### src/rtl/fmt_int_serializer.sv
// rtl/fmt_int_serializer.sv - sequential integer-to-ASCII formatter (dec/hex/oct/bin) streaming one char per beat
module fmt_int_serializer #(
  parameter int WIDTH     = 32,
  parameter bit HEX_UPPER = 1'b0
) (
  input  logic                         clk,
  input  logic                         rst,
  input  logic                         in_valid,
  output logic                         in_ready,
  input  logic [WIDTH-1:0]             in_value,
  input  logic [1:0]                   in_radix,
  input  logic                         in_signed,
  input  logic [$clog2(WIDTH+1)-1:0]   in_min_digits,
  output logic                         out_valid,
  input  logic                         out_ready,
  output logic [7:0]                   out_char,
  output logic                         out_last
);

  localparam int MAXD = WIDTH;
  localparam int CW   = $clog2(WIDTH + 1);
  localparam int AW   = $clog2(MAXD);
  localparam int BW   = $clog2(WIDTH);

  typedef enum logic [1:0] {S_IDLE, S_CONVERT, S_EMIT} state_t;

  state_t           r_state;
  logic [WIDTH-1:0] r_val;
  logic [1:0]       r_radix;
  logic             r_neg;
  logic [CW-1:0]    r_min;
  logic [CW-1:0]    r_cnt;
  logic [CW-1:0]    r_idx;
  logic [BW-1:0]    r_bcnt;
  logic [3:0]       r_rem;
  logic [3:0]       r_buf [MAXD];

  logic             w_neg;
  logic [WIDTH-1:0] w_mag;
  logic [CW-1:0]    w_min_eff;
  logic [4:0]       w_div_in;
  logic             w_ge;
  logic [3:0]       w_div_sub;
  logic [3:0]       w_digit;
  logic             w_digit_ok;
  logic [WIDTH-1:0] w_val_nxt;
  logic [3:0]       w_rem_nxt;
  logic [CW-1:0]    w_cnt_nxt;
  logic             w_done;
  logic [CW-1:0]    w_rd_idx;
  logic [3:0]       w_rd_digit;

  function automatic logic [7:0] f_ascii(input logic [3:0] d);
    if (d < 4'd10) return 8'h30 + {4'h0, d};
    return (HEX_UPPER ? 8'h37 : 8'h57) + {4'h0, d};
  endfunction

  assign w_neg = (in_radix == 2'd0) && in_signed && in_value[WIDTH-1];
  assign w_mag = w_neg ? -in_value : in_value;

  always_comb begin
    w_min_eff = in_min_digits;
    if (in_min_digits == '0)
      w_min_eff = CW'(1);
    else if (in_min_digits > CW'(MAXD))
      w_min_eff = CW'(MAXD);
  end

  // Restoring divide by 10: r_val shifts left, quotient bits enter at the LSB.
  assign w_div_in  = {r_rem, r_val[WIDTH-1]};
  assign w_ge      = (w_div_in >= 5'd10);
  assign w_div_sub = 4'(w_div_in - 5'd10);

  always_comb begin
    w_digit    = 4'd0;
    w_digit_ok = 1'b0;
    w_val_nxt  = r_val;
    w_rem_nxt  = r_rem;
    if (r_val == '0 && r_bcnt == '0) begin
      w_digit_ok = 1'b1;
    end else begin
      case (r_radix)
        2'd1: begin
          w_digit    = 4'(r_val);
          w_val_nxt  = r_val >> 4;
          w_digit_ok = 1'b1;
        end
        2'd2: begin
          w_digit    = {1'b0, 3'(r_val)};
          w_val_nxt  = r_val >> 3;
          w_digit_ok = 1'b1;
        end
        2'd3: begin
          w_digit    = {3'b000, r_val[0]};
          w_val_nxt  = r_val >> 1;
          w_digit_ok = 1'b1;
        end
        default: begin
          w_rem_nxt = w_ge ? w_div_sub : w_div_in[3:0];
          w_val_nxt = {r_val[WIDTH-2:0], w_ge};
          if (r_bcnt == BW'(WIDTH - 1)) begin
            w_digit_ok = 1'b1;
            w_digit    = w_rem_nxt;
          end
        end
      endcase
    end
  end

  assign w_cnt_nxt  = r_cnt + 1'b1;
  assign w_done     = w_digit_ok && (w_val_nxt == '0) && (w_cnt_nxt >= r_min);
  assign w_rd_idx   = r_idx - 1'b1;
  assign w_rd_digit = r_buf[w_rd_idx[AW-1:0]];

  always_ff @(posedge clk) begin
    if (r_state == S_CONVERT && w_digit_ok)
      r_buf[r_cnt[AW-1:0]] <= w_digit;
  end

  always_ff @(posedge clk) begin
    if (rst) begin
      r_state   <= S_IDLE;
      in_ready  <= 1'b1;
      out_valid <= 1'b0;
      out_last  <= 1'b0;
      out_char  <= 8'h00;
      r_val     <= '0;
      r_radix   <= 2'd0;
      r_neg     <= 1'b0;
      r_min     <= CW'(1);
      r_cnt     <= '0;
      r_idx     <= '0;
      r_bcnt    <= '0;
      r_rem     <= 4'd0;
    end else begin
      case (r_state)
        S_IDLE: begin
          if (in_valid) begin
            r_val    <= w_mag;
            r_radix  <= in_radix;
            r_neg    <= w_neg;
            r_min    <= w_min_eff;
            r_cnt    <= '0;
            r_bcnt   <= '0;
            r_rem    <= 4'd0;
            in_ready <= 1'b0;
            r_state  <= S_CONVERT;
          end
        end
        S_CONVERT: begin
          r_val  <= w_val_nxt;
          r_rem  <= w_digit_ok ? 4'd0 : w_rem_nxt;
          r_bcnt <= w_digit_ok ? '0 : r_bcnt + 1'b1;
          if (w_digit_ok)
            r_cnt <= w_cnt_nxt;
          // The digit finishing conversion is the most significant one, so it leads the string.
          if (w_done) begin
            r_state   <= S_EMIT;
            out_valid <= 1'b1;
            if (r_neg) begin
              out_char <= 8'h2d;
              out_last <= 1'b0;
              r_idx    <= w_cnt_nxt;
            end else begin
              out_char <= f_ascii(w_digit);
              out_last <= (r_cnt == '0);
              r_idx    <= r_cnt;
            end
          end
        end
        S_EMIT: begin
          if (out_ready) begin
            if (out_last) begin
              out_valid <= 1'b0;
              out_last  <= 1'b0;
              in_ready  <= 1'b1;
              r_state   <= S_IDLE;
            end else begin
              out_char <= f_ascii(w_rd_digit);
              out_last <= (w_rd_idx == '0);
              r_idx    <= w_rd_idx;
            end
          end
        end
        default: begin
          r_state <= S_IDLE;
        end
      endcase
    end
  end

endmodule
### config.mk
export PLATFORM = sky130hd
export DESIGN_NAME = fmt_int_serializer
export DESIGN_NICKNAME = d
export VERILOG_FILES = /design/src/rtl/fmt_int_serializer.sv
export SDC_FILE = /design/constraint.sdc
export NUM_CORES = 1
export LEC_CHECK = 0
export CAP_MARGIN = 20
export CORE_MARGIN = 2
export CORE_UTILIZATION = 50
export DETAILED_ROUTE_END_ITERATION = 8
export MAX_ROUTING_LAYER = met4
export PLACE_DENSITY = 0.68
export SYNTH_ARGS = -nofsm -noshare
export SYNTH_HDL_FRONTEND = slang
export SYNTH_SLANG_ARGS = --single-unit
### constraint.sdc
create_clock -name clk -period 4.8 [get_ports clk]
set_input_delay 1.2 -clock clk [delete_from_list [all_inputs] [get_ports clk]]
set_output_delay 1.2 -clock clk [all_outputs]
set_load 0.02 [all_outputs]
Word level (Yosys, flattened, before mapping):

Memories as Yosys holds them, arrays and structs flattened.
Index checks and enable logic that the tools add are counted.

* output and inout port bits: 11
* input port bits: 45
* word-level logic and storage cells: 138
* flip-flop bits (word level): 75
* RAM bits: 128
* memories kept: 1
* memory bits (read-only): 0
* bits in latches: 0

* multiply operators: 0
* div/mod/pow operators: 0
* reductions and logical operators: 27
* order comparisons: 5
* multiplexer cells: 69
* bitwise operators: 0
* $add $sub $neg: 9
* shifts and indexed selects: 0
* eq/ne operators: 14

Memories
* r_buf: depth 32, width 4, rd ports 1, clocked after memory_dff 0, write ports 1, RTL line 36 `logic [3:0] r_buf [MAXD];`

Operators with widths (number)
* 2-to-1 mux 32 bit: 3
* one-hot mux 32 bit (3 select lines): 1
* logical NOT 32 bit: 2
* 2-to-1 mux 8 bit: 8
* one-hot mux 32 bit (2 select lines): 1
* 2-to-1 mux 6 bit: 8
* negator 32 bit: 1
* 2-to-1 mux 4 bit: 7
* 2-to-1 mux 1 bit: 25
* one-hot mux 6 bit (2 select lines): 2
* AND reduction 4 bit: 5
* logical NOT 6 bit: 3
* adder 7 x 4 -> 8 bit, first input constant: 2
* one-hot mux 8 bit (2 select lines): 1
* adder 6 x 4 -> 7 bit, first input constant: 2
* inequality test 2 bit, second input constant: 6
* one-hot mux 4 bit (3 select lines): 1
* 2-to-1 mux 5 bit: 2
* one-hot mux 5 bit (2 select lines): 1
* < comparator 4 bit, second input constant: 2
* 2-to-1 mux 2 bit: 4
* one-hot mux 4 bit (2 select lines): 1
* adder 6 x 1 -> 6 bit, second input constant: 1
* == test 2 bit, second input constant: 3
* other kinds (18): 32

Depth between registers and ports, before layout:

* word-level depth: 15
* gate-level depth with buffers: 16
* gate-level depth less buffers: 13

Worst setup path before layout:

OpenSTA, ideal clock, no wires.

* path type: register to register
* start point: register r_idx[0]
* end point: register out_char[2]
* data required time: 4.725 ns
* path buffers: 5
* data arrival time: 3.643 ns
* slack: 1.082 ns
* setup time: 0.075 ns
* cell stages (with the launch flop): 16
* clock period less this slack: 3.718 ns
* path through: dfxtp_1 buf_2 buf_4 buf_2 inv_1 ha_1 clkbuf_1 clkbuf_1 mux4_2 mux4_2 mux2i_1 ha_1 inv_1 nor4_1 nor3_1 o22ai_1

* longest elaborated chain between the ends: 12
* elaborated cells on any way between the ends: 15
* those cells by class: add/sub (3); order compare (1); mux (10); memory (1)

RTL lines
* start, declared: RTL line 33 `logic [CW-1:0] r_idx;`
* start signal, assigned: RTL line 163 `r_idx <= w_cnt_nxt;`
* start signal, assigned: RTL line 167 `r_idx <= r_cnt;`
* start signal, assigned: RTL line 181 `r_idx <= w_rd_idx;`
* subtractor 6 x 1 -> 6 bit (*): RTL line 112 `assign w_rd_idx = r_idx - 1'b1;`
* memory (32 x 4 bit) (*)
* < comparator 4 bit: RTL line 54 `if (d < 4'd10) return 8'h30 + {4'h0, d};`
* 2-to-1 mux 1 bit: RTL line 54
* 2-to-1 mux 1 bit: RTL line 173 `if (out_last) begin`
* 2-to-1 mux 1 bit: RTL line 172 `if (out_ready) begin`
* 2-to-1 mux 1 bit: RTL line 136 `case (r_state)`
* 2-to-1 mux 1 bit: RTL line 121 `if (rst) begin`
* 2-to-1 mux 8 bit (*): RTL line 55 `return (HEX_UPPER ? 8'h37 : 8'h57) + {4'h0, d};`
* 2-to-1 mux 8 bit (*): RTL line 173
* 2-to-1 mux 8 bit (*): RTL line 172
* one-hot mux 8 bit (2 select lines) (*): RTL line 136
* end signal, assigned: RTL line 165 `out_char <= f_ascii(w_digit);`
* end signal, assigned: RTL line 179 `out_char <= f_ascii(w_rd_digit);`
* end, declared: RTL line 16 `output logic [7:0] out_char,`

Mark *: on every way between the ends. The rest lies on a longest branch, timed or not. The select of a mux whose other input is x is not followed.
A chain may end at the register's enable or synchronous reset.

Worst setup path after layout:

* start point: register r_cnt[2]
* end point: register out_char[6]

* longest elaborated chain between the ends: 5

RTL lines
* start, declared: RTL line 32 `logic [CW-1:0] r_cnt;`
* start signal, assigned: RTL line 155 `r_cnt <= w_cnt_nxt;`
* adder 6 x 1 -> 6 bit: RTL line 110 `assign w_cnt_nxt = r_cnt + 1'b1;`
* greater-or-equal comparator 6 bit: RTL line 111 `assign w_done = w_digit_ok && (w_val_nxt == '0) && (w_cnt_nxt >= r_min);`
* logical AND 1 bit: RTL line 111
* inequality test 2 bit (no line)
* AND reduction 4 bit (no line)

Every way passes these cells.

==> flow_summary.json <==
{
  "antenna_left": 0,
  "ir_worst_vdd_uv": 228.7,
  "ys_types": 70,
  "relSlewSlack_pct": 32.36,
  "post_drt_wl_per_cell_microns": 20.07,
  "start_kind": "flop",
  "vias_per_cell": 6.148,
  "placedCellCount": 1205,
  "end_kind": "flop",
  "cts-htree-levels": 1,
  "finalNetCount": 1019,
  "die_w_microns": 149.6,
  "holdBufCountCts": 0,
  "multi_input_area_sq_um": 4927,
  "ys.flop_type": "edfxtp_1",
  "die_h_microns": 149.6,
  "coreArea_sq_um": 20890,
  "power_leakage_nw": 4.045,
  "drc": 0,
  "setup_viol": 0,
  "synth.area.top_cells": "edfxtp_1, dfxtp_1, mux4_2, nor2_1, a21oi_1",
  "io_buffers": 54,
  "wirelength_microns": 25010,
  "fmax_ghz": 0.2600,
  "final_common_cell": "nor2_1",
  "io_pins": 56,
  "required_ps": 5190,
  "cts_buffers": 22,
  "grt_setup_unrepaired": "no",
  "dieArea_sq_um": 22370,
  "clock_sinks": 202,
  "layout_worst_path_cycle_share_pct": 80.12,
  "power_density_nw_per_um2": 322.3,
  "ys_async_sr_fraction_pct": 0,
  "seq_area_sq_um": 5328,
  "fin_skew_ps": 15.84,
  "drive_above_1_share_pct": 13.39,
  "dr.first_iter.drc_count": 625,
  "finalMaxSlewViolations": 0,
  "grt_pass1_wl_microns": 39760,
  "grt-ovfl-total": 0,
  "yosys_warnings": 0,
  "synth_cells": 916,
  "grt_pass1_vias": 7187,
  "crit_fanout": 20,
  "worst_slew_pin_slew_ps": 1013,
  "place_hpwl_microns": 17410,
  "arrival_ps": 4240,
  "initial_core_util_pct": 50.72,
  "ys_seq_elements": 202,
  "cts.reportedPaths.clkPinSlew_ps": 60,
  "hold_viol": 0,
  "synthesis.area_sq_um": 10600,
  "std_cell_rows": 53,
  "cts_resized": 0,
  "mostFrequentLayoutCells": "nor2_1, edfxtp_1, dfxtp_1",
  "cts_root_buffer": "clkbuf_16",
  "avgSynthCellArea_sq_um": 11.57,
  "nFillCells": 1746,
  "grt_antenna_before_repair": 0,
  "stdcell_count": 1246,
  "gr-usage-all-layers_pct": 23.23,
  "antennaDiodeCount": 0,
  "period_needed_ps": 3846,
  "postCtsSetupBuffers": 0,
  "yosysTopAreaCell": "edfxtp_1",
  "cts_tree": "built",
  "status": "finished clean",
  "worst_slack_ps": 954.1,
  "crit_type": "reg -> reg",
  "syn_to_final_growth_pct": 14.12,
  "min_path_type": "reg -> reg",
  "dp_worst_setup_slack_ps": 518.5,
  "synth_edf_count": 128,
  "drt_first_pass_iters": 5,
  "grt_max_degree": 42,
  "seq_area_frac_synth_pct": 50.26,
  "post-synth-top-area-fraction_pct": 36.28,
  "gp_congestion": 0.8835,
  "syn-num-nets": 980,
  "clock_path_buffers": 3,
  "fin_setup_tns_ps": 0,
  "clk_latency_ps": 510,
  "maxCapViolCount": 0,
  "vias": 7661
}
==> cell type report <==
type | instances | share of cell area (%)
Inverter | 28 | 0.8692
Sequential cell | 202 | 44.06
Timing Repair Buffer | 71 | 5.650
Tap cell | 275 | 2.846
Clock inverter | 17 | 1.242
Multi-Input combinational cell | 630 | 40.75
Clock buffer | 23 | 4.584
==> final timing paths <==
kind         startpoint  cells past startpoint  slack [ps]          end
max reg2reg    r_cnt[2]                     11         950  out_char[6]
min reg2reg    r_min[1]                      2         460     r_min[1]
min            r_min[1]                      2         460     r_min[1]
max            r_cnt[2]                     11         950  out_char[6]
==> Yosys cell counts (3+ instances only) <==
master and number:
nor3b_1 5, or3_1 5, o21bai_1 4, nor4_1 17, a2111oi_0 3, a22oi_1 8
nand2_1 47, o211ai_1 3, or2_2 4, buf_4 4, xnor2_1 23, o21ai_0 28
xor2_1 23, a21oi_1 65, buf_2 9, clkbuf_1 37, o22ai_1 4, ha_1 19
nor2_1 140, mux4_1 4, nand2b_1 9, nor2b_1 5, a222oi_1 14, a211oi_1 18
and2_1 3, edfxtp_1 128, mux2i_1 24, nand4_1 5, inv_1 28, nor3_1 15
o31ai_1 8, nand3_1 14, and3_1 5, buf_1 4, dfxtp_1 74, mux4_2 57
a31oi_1 3, nand3b_1 9
==> sequential cells by signal (all words and copies together) (netlist names), 2 cells and up <==
register and count:
r_val 32, r_bcnt 5, r_cnt 6, r_min 6, r_idx 6, r_rem 4
r_radix 2, r_buf 128, out_char 7, r_state 2
==> cells by family after synthesis <==
family / after synthesis / synth area share [%]
mux: 86 / 15.48
fa+ha+maj: 19 / 2.244
other cells: 1 / 0.03539
xor+xnor: 46 / 3.802
simple gates: 297 / 13.49
buf+inv: 84 / 3.448
flops: 202 / 50.26
compound gates: 181 / 11.24
==> critical path, cell delays in order (launching register included) <==
cell	delay (ps)
dfxtp_1	710
nand3_1	320
nor3_1	450
xor2_1	160
ha_1	330
o211ai_1	80
o21ai_0	260
nand3_1	220
nor4_4	520
or2_4	380
o21ai_2	90
o221a_1	220
==> where the power goes <==
| group | internal (W) | switching (W) |
|---|---|---|
| sequential | 0.00187 | 0.0000520 |
| clock | 0.000951 | 0.000686 |
| combinational | 0.000160 | 0.000182 |
==> stage by stage <==
| step | util (%) | hold slack, ps | instance area [sq um] | total power, W |
|---|---|---|---|---|
| final | 57.89 | 455.5 | 12090 | 0.003897 |
| after global routing | 57.89 | 473.4 | 12090 | 0.004026 |
| after CTS | 57.75 | 458.3 | 12060 | 0.003916 |
| after detailed placement | 54.38 | 452.0 | 11360 | 0.002290 |
| after global placement | 54.38 | 441.5 | 11360 | 0.002288 |
| after floorplan | - | 431.9 | 10600 | 0.002165 |
==> routing by layer <==
layer  up-vias  GRT usage [%]  part of all wire [%]
met5         -              -                     0
li1       3561              -                     -
met4         0          5.333                   1.8
met3        37          3.293                   6.9
met2       316          36.35                    48
met1      3747          32.47                    43
(Power assumes the default switching activity.)
